<file path="src/rtl/arb_requester_if.sv">
// Requester <-> client/arbiter signal bundle for arb_requester.
interface arb_requester_if #(
   parameter int LEN_W = 4
);
   logic             start;
   logic [LEN_W-1:0] len;
   logic             gnt;
   logic             req;
   logic             busy;
   logic             beat;
   logic [LEN_W-1:0] beat_idx;
   logic             done;
   logic             err;

   // The requester block itself
   modport master (
      input  start, len, gnt,
      output req, busy, beat, beat_idx, done, err
   );

   // Client/arbiter side driving the requester
   modport slave (
      output start, len, gnt,
      input  req, busy, beat, beat_idx, done, err
   );
endinterface

</file>
<file path="src/rtl/arb_requester.sv">
// Arbiter requester: takes a burst job from a local client, requests the
// arbiter, counts granted beats, and releases the grant with done/err pulses.
module arb_requester #(
   parameter int LEN_W       = 4,
   parameter int TIMEOUT_CYC = 16
) (
   input  logic            clock,
   input  logic            reset_n,
   arb_requester_if.master bus
);
   localparam int CNT_W = $clog2(TIMEOUT_CYC + 1);
   localparam logic [CNT_W-1:0] CNT_LAST = CNT_W'(TIMEOUT_CYC - 1);
   localparam logic [CNT_W-1:0] CNT_MAX  = {CNT_W{1'b1}};

   typedef enum logic [1:0] {IDLE, WAIT, XFER, REL} state_t;

   state_t           state_q, state_d;
   logic [CNT_W-1:0] cnt_q, cnt_d, cnt_inc;
   logic [LEN_W-1:0] len_q, len_d, len_last;
   logic [LEN_W-1:0] idx_q, idx_d;
   logic             done_q, done_d;
   logic             err_q, err_d;

   // Saturating wait/release counter; the timeout compare fires first in
   // practice, saturation only guards against ever wrapping.
   assign cnt_inc  = (cnt_q == CNT_MAX) ? cnt_q : cnt_q + CNT_W'(1);
   assign len_last = len_q - LEN_W'(1);

   // State, counters and registered done/err pulses
   always_ff @(posedge clock or negedge reset_n) begin
      if (!reset_n) begin
         state_q <= IDLE;
         cnt_q   <= '0;
         len_q   <= '0;
         idx_q   <= '0;
         done_q  <= 1'b0;
         err_q   <= 1'b0;
      end else begin
         state_q <= state_d;
         cnt_q   <= cnt_d;
         len_q   <= len_d;
         idx_q   <= idx_d;
         done_q  <= done_d;
         err_q   <= err_d;
      end
   end

   // Next-state and next-pulse decode; start is only looked at in IDLE
   always_comb begin
      state_d = state_q;
      cnt_d   = cnt_q;
      len_d   = len_q;
      idx_d   = idx_q;
      done_d  = 1'b0;
      err_d   = 1'b0;
      case (state_q)
         IDLE: begin
            if (bus.start) begin
               if (bus.len != '0) begin
                  len_d   = bus.len;
                  cnt_d   = '0;
                  state_d = WAIT;
               end else begin
                  // zero-length job finishes without touching the arbiter
                  done_d = 1'b1;
               end
            end
         end
         WAIT: begin
            if (bus.gnt) begin
               idx_d   = '0;
               state_d = XFER;
            end else if (cnt_q == CNT_LAST) begin
               err_d   = 1'b1;
               cnt_d   = '0;
               state_d = REL;
            end else begin
               cnt_d = cnt_inc;
            end
         end
         XFER: begin
            if (!bus.gnt) begin
               // grant lost mid-burst
               err_d   = 1'b1;
               cnt_d   = '0;
               state_d = REL;
            end else if (idx_q == len_last) begin
               // last beat: index stays on it
               cnt_d   = '0;
               state_d = REL;
            end else begin
               idx_d = idx_q + LEN_W'(1);
            end
         end
         REL: begin
            if (!bus.gnt) begin
               done_d  = 1'b1;
               state_d = IDLE;
            end else if (cnt_q == CNT_LAST) begin
               // arbiter never dropped grant: give up and report
               done_d  = 1'b1;
               err_d   = 1'b1;
               state_d = IDLE;
            end else begin
               cnt_d = cnt_inc;
            end
         end
         default: state_d = IDLE;
      endcase
   end

   assign bus.req      = (state_q == WAIT) || (state_q == XFER);
   assign bus.busy     = (state_q != IDLE);
   assign bus.beat     = (state_q == XFER) && bus.gnt;
   assign bus.beat_idx = idx_q;
   assign bus.done     = done_q;
   assign bus.err      = err_q;
endmodule

</file>
<file path="src/flat_wrapper.sv">
// flat-port wrapper written by rule: the top's interface ports become plain ports
module arb_requester_flat 
#(
   parameter int LEN_W       = 4,
   parameter int TIMEOUT_CYC = 16
)
  (clock, reset_n, bus_start, bus_len, bus_gnt, bus_req, bus_busy, bus_beat, bus_beat_idx, bus_done, bus_err);
  arb_requester_if #(.LEN_W(LEN_W)) bus_i ();
  input  logic clock;
  input  logic reset_n;
  input wire logic [$bits(bus_i.start)-1:0] bus_start;
  input wire logic [$bits(bus_i.len)-1:0] bus_len;
  input wire logic [$bits(bus_i.gnt)-1:0] bus_gnt;
  output wire logic [$bits(bus_i.req)-1:0] bus_req;
  output wire logic [$bits(bus_i.busy)-1:0] bus_busy;
  output wire logic [$bits(bus_i.beat)-1:0] bus_beat;
  output wire logic [$bits(bus_i.beat_idx)-1:0] bus_beat_idx;
  output wire logic [$bits(bus_i.done)-1:0] bus_done;
  output wire logic [$bits(bus_i.err)-1:0] bus_err;
  assign bus_i.start = bus_start;
  assign bus_i.len = bus_len;
  assign bus_i.gnt = bus_gnt;
  assign bus_req = bus_i.req;
  assign bus_busy = bus_i.busy;
  assign bus_beat = bus_i.beat;
  assign bus_beat_idx = bus_i.beat_idx;
  assign bus_done = bus_i.done;
  assign bus_err = bus_i.err;
  arb_requester #(.LEN_W(LEN_W), .TIMEOUT_CYC(TIMEOUT_CYC)) u_core (.clock(clock), .reset_n(reset_n), .bus(bus_i));
endmodule
</file>
<file path="config.mk">
export PLATFORM = sky130hd
export DESIGN_NAME = arb_requester_flat
export DESIGN_NICKNAME = d
export VERILOG_FILES = /design/src/rtl/arb_requester_if.sv /design/src/rtl/arb_requester.sv /design/src/flat_wrapper.sv
export SDC_FILE = /design/constraint.sdc
export NUM_CORES = 1
export LEC_CHECK = 0
export ABC_AREA = 1
export CORE_ASPECT_RATIO = 1.75
export CORE_MARGIN = 4
export CORE_UTILIZATION = 45
export DETAILED_ROUTE_END_ITERATION = 8
export PLACE_DENSITY = 0.67
export SETUP_SLACK_MARGIN = 0.1
export SYNTH_ARGS = -nofsm -noshare
export SYNTH_HDL_FRONTEND = slang
export SYNTH_SLANG_ARGS = --single-unit
</file>
<file path="constraint.sdc">
create_clock -name clock -period 2.2 [get_ports clock]
set_input_delay 0.44 -clock clock [delete_from_list [all_inputs] [get_ports clock]]
set_output_delay 0.44 -clock clock [all_outputs]
set_load 0.01 [all_outputs]
</file>
# Word-level counts from Yosys, hierarchy flattened
# Index checks and enable logic that the tools add are counted.
dict set report classes {
  add_sub_neg 3
  multipliers 0
  div 0
  order_cmp 0
  n_eq_ne 17
  shifts 0
  mux 32
  n_bitwise 0
  reduce_logical 10
}
# cell n
set ops {}
lappend ops {{5-bit two-way mux} 9}
lappend ops {{5-bit one-hot mux with 4 select lines} 1}
lappend ops {{2-bit two-way mux} 8}
lappend ops {{2-bit inequality test (second input constant)} 7}
lappend ops {{4-bit two-way mux} 3}
lappend ops {{3-bit by 2-bit inequality test with 1-bit output (second input constant)} 3}
lappend ops {{2-bit one-hot mux with 4 select lines} 1}
lappend ops {{4-bit one-hot mux with 2 select lines} 1}
lappend ops {{1-bit two-way mux} 7}
lappend ops {{6-bit AND reduction} 1}
lappend ops {{5-bit by 1-bit adder with 5-bit output (second input constant)} 1}
lappend ops {{5-bit by 4-bit == test with 1-bit output (second input constant)} 1}
lappend ops {{5-bit == test (second input constant)} 1}
lappend ops {{5-bit AND reduction} 1}
lappend ops {{4-bit by 1-bit adder with 4-bit output (second input constant)} 1}
lappend ops {{2-bit == test (second input constant)} 2}
lappend ops {{4-bit == test} 1}
lappend ops {{4-bit AND reduction} 1}
lappend ops {{2-bit nonzero test} 2}
lappend ops {{4-bit nonzero test} 1}
lappend ops {{4-bit by 1-bit subtractor with 4-bit output (second input constant)} 1}
lappend ops {{1-bit one-hot mux with 3 select lines} 1}
lappend ops {{3-bit AND reduction} 1}
lappend ops {{2-bit by 1-bit == test with 1-bit output (second input constant)} 1}
lappend ops {{5 further kinds} 5}
dict set report word_totals {
  ff_bits 17
  latchBits 0
  ramBits 0
  romBits 0
  in_bits 8
  out_inout_bits 9
  word_cells 68
  memories 0
}

# Longest topological paths before layout
dict set report depth {
  ltp_word 5
  ltp_mapped 12
  depth_no_buf 12
}

# Worst setup path before layout
# OpenSTA, ideal clock, no wires.
dict set report synth_path {
  path_kind {flip-flop to flip-flop}
  from {register u_core.len_q[0]}
  to {register u_core.cnt_q[1]}
  setup_ns 0.065
  arrival_time_ns 1.469
  required_time_ns 2.135
  setup_slack_ns 0.666
  path_stages_with_launch 13
  path_buffers 1
  synth_period_minus_slack_ns 1.534
  path_cell_list {dfrtp_1 inv_2 ha_1 nand2_1 inv_1 nor2_1 nand2_1 nor2_4 nand2_2 nand2_4 buf_6 nand3_1 nand2_1}
}
dict set report synth_via {
  elab_chain_cells 4
}
# item line_no
set synth_rtl {}
lappend synth_rtl {{start, declared} arb_requester.sv:19} ;# logic [LEN_W-1:0] len_q, len_d, len_last;
lappend synth_rtl {{start signal, assigned} arb_requester.sv:41} ;# len_q <= len_d;
lappend synth_rtl {{4-bit by 1-bit subtractor with 4-bit output} arb_requester.sv:27} ;# assign len_last = len_q - LEN_W'(1);
lappend synth_rtl {{4-bit == test} arb_requester.sv:87} ;# end else if (idx_q == len_last) begin
lappend synth_rtl {{3-bit by 2-bit inequality test with 1-bit output (no source line)} -}
lappend synth_rtl {{6-bit AND reduction (no source line)} -}
lappend synth_rtl {{end signal, assigned} arb_requester.sv:40} ;# cnt_q <= cnt_d;
lappend synth_rtl {{end, declared} arb_requester.sv:18} ;# logic [CNT_W-1:0] cnt_q, cnt_d, cnt_inc;
# No other way between the ends.
# A chain may end at the register's enable or synchronous reset.

# Worst setup path in the final report
dict set report layout_path {
  from {register u_core.state_q[0]}
  to {output port bus_req}
}
dict set report layout_via {
  elab_chain_cells 2
  elab_cells_between_ends 3
  classes_between {eq/ne (2); reduce/logical (1)}
}
# item line_no
set layout_rtl {}
lappend layout_rtl {{start, declared} arb_requester.sv:17} ;# state_t state_q, state_d;
lappend layout_rtl {{start signal, assigned} arb_requester.sv:39} ;# state_q <= state_d;
lappend layout_rtl {{2-bit by 1-bit == test with 1-bit output / 2-bit == test (equally long branches)} arb_requester.sv:112} ;# assign bus.req = (state_q == WAIT) || (state_q == XFER);
lappend layout_rtl {{1-bit logical OR *} arb_requester.sv:112}
lappend layout_rtl {{end, declared} flat_wrapper.sv:14} ;# output wire logic [$bits(bus_i.req)-1:0] bus_req;
# Mark *: on every way between the ends. The rest lies on a longest branch, timed or not.

==> qor.csv <==
metric,value,unit
ios,17,
antenna_cells,0,
layout_common_cells,"nand2_1 (53), nand3_1 (25), nor2_1 (18)",
crit_required,1.76,ns
fin_crit_sh,0.9033,
area_growth,20.43,%
clk_pin_slew,0.07,ns
worstPathArrival,1.55,ns
clock.fmax,503.2,MHz
rsz0062_at_grt,no,
drv_cap,0,
p_int,0.9829,mW
final_common_cell,nand2_1,
grt_max_degree,18,
hold_viol,0,
final.setup_skew,0.002475,ns
fin_nets,220,
start_kind,flop,
netlist_area,1267,µm²
cts_hold_buf,0,
nFillCells,252,
antenna_found_initial,0,
cts_buffers,3,
worstSetupPathType,flop to output port,
cts_sinks,17,
drt-pass1-iter-count,6,
grt_use_total,0.1807,
synth_nets,196,
switching_power,0.8228,mW
status,finished clean,
clock_latency,0.26,ns
synth_cells,180,
via_per_inst,5.248,
wire_per_inst,12.47,µm
utilization,0.5674,
crit_family,buffers and inverters,
yosysTopAreaCell,dfrtp_1,
gp_congestion,0.8958,
fin_crit,1.987,ns
ir_drop,0.7282,mV
dp_hpwl,2201,µm
holdCritPathClass,input port to asynchronous set/reset pin,
setup_viol,0,
path_buf_inv,2,
dieArea,3763,µm²
drt_wl_total,2869,µm
crit_path_cell_trace,inv_2 > ha_1 > clkdlybuf4s50_1,
ys_warn_count,0,
power_frac_clock,0.133,
port_buffers,16,
htreeDepth,1,
vias,1207,
yosysUniqueCellTypes,23,
combPwrFrac,0.589,
tightest_slew,0.2560,ns
setup_tns,0,ns
start_util,0.4712,
power_density,1183,nW/µm²
cp-end-kind,output port,
synth_edf_count,0,
maxSlewHeadroom,0.8288,
first_iter_violations,57,
drive_gt1_frac,0.1429,
antenna_left,0,
synthTopCellsByArea,"dfrtp_1 (34%), nand2_1 (16%), nand3_1 (9.9%), ha_1 (7.9%), nor2_1 (5.3%)",
p_leak,0.7811,nW
grt-ovfl-total,0,
worst_path_largest_cell_delay,0.54,ns
power,1.806,mW
crit_fanout,5,
die_h,78.21,µm
drc,0,
seqPwrFrac,0.278,
clock_tree.buffer_depth,2,
maxSlewViolCount,0,
core,2690,µm²
rows,25,
ys_seq_area_frac,0.3356,
grt_pass1_wl,4981,µm
synthArstFlopShare,1.000,
die_w,48.12,µm
power.share.switching,0.4557,
clock-root-buffer,clkbuf_8,
avgSynthCellArea,7.041,µm²
grt_pass1_vias,1166,
ys_ff_latch,17,
tritoncts,done,
ys.flop_type,dfrtp_1,
yosys.area.top_type_share,0.3356,
slowest_stage,clkdlybuf4s50_1,
-- cells in the mapped netlist, drive strengths merged (2+ instances only) --
cell / instances
nand2: 58
inv: 26
nand3: 25
nor2: 21
dfrtp: 17
a21oi: 8
ha: 8
nand4: 5
o21ai: 4
or2: 2
-- metrics by stage --
stage	instances	hold slack [ns]	cell area [µm²]	setup WS, ns
2_1_floorplan	180	0.1444	1267	0.6658
3_3_place_gp	224	0.5114	1465	0.1290
3_5_place_dp	224	0.5274	1465	0.1323
4_1_cts	229	0.5098	1519	0.1352
5_1_grt	230	0.5192	1526	0.1346
6_report	230	0.5030	1526	0.2128
-- final timing paths --
kind,from,endpoint,slack [ns],depth (start not counted)
setup / recovery,u_core.state_q[0],bus_req,0.21,3
hold / removal,reset_n,u_core.cnt_q[1],0.50,2
setup reg to reg,u_core.len_q[0],u_core.cnt_q[4],0.45,12
hold reg to reg,u_core.cnt_q[3],u_core.cnt_q[3],0.54,2
max in group asynchronous,reset_n,u_core.len_q[0],1.50,2
min in group clock,u_core.cnt_q[3],u_core.cnt_q[3],0.54,2
-- timing repair --
| item | 4_1_cts | 5_1_grt |
|---|---|---|
| gates resized for setup | 3 | 0 |
| setup buffers | 1 | 1 |
| endpoints found under the setup margin | 2 | 2 |
-- metal layers --
layer	routed length [µm]	up-vias	share of wire	global-route usage
met2	1604	26	0.56	0.3183
met4	42	0	0.015	0.06469
met3	88	5	0.031	0.03440
met5	0	-	0	0
met1	1134	550	0.40	0.1994
li1	-	626	-	-
-- state kept, by name, indices dropped and copies added, names as in the netlist --
signal and flops:
u_core.bus.beat_idx 4, u_core.bus.done 1, u_core.bus.err 1, u_core.cnt_q 5
u_core.len_q 4, u_core.state_q 2
-- power by group through the flow --
stage	combinational, mW	sequential, mW	clock (mW)
6_report	1.06	0.502	0.241
3_5_place_dp	1.03	0.519	0
2_1_floorplan	0.732	0.510	0
4_1_cts	1.05	0.505	0.249
3_3_place_gp	0.993	0.514	0
5_1_grt	1.20	0.515	0.271
-- worst reg2reg max path, delay by kind of cell, from the launching register on --
| kind | cells | cell delay, ns |
|---|---|---|
| adder cells (fa/ha/maj) | 1 | 0.32 |
| AND/OR/NAND/NOR | 9 | 0.82 |
| buffers and inverters | 2 | 0.09 |
| flip-flops | 1 | 0.41 |
-- kinds of logic (layout without fill, tap and decap cells) --
logic type / after synthesis / count (layout) / synth area share
AND/OR/NAND/NOR: 111 / 111 / 0.4067
AO/OA/AOI/OAI: 15 / 15 / 0.07898
flip-flops: 17 / 17 / 0.3356
buffers and inverters: 27 / 50 / 0.08588
XOR/XNOR: 2 / 2 / 0.01382
adder cells (fa/ha/maj): 8 / 8 / 0.07898
-- area by class of cell --
cell class	count	area (µm²)	area share
tap	27	33.78	0.02213
multi-input combinational	136	735.7	0.4820
sequential	17	425.4	0.2787
inverter	26	97.59	0.06393
clock buffer	4	45.04	0.02951
timing repair buffer	20	188.9	0.1238
No activity file was read; power rests on OpenSTA's default activity.
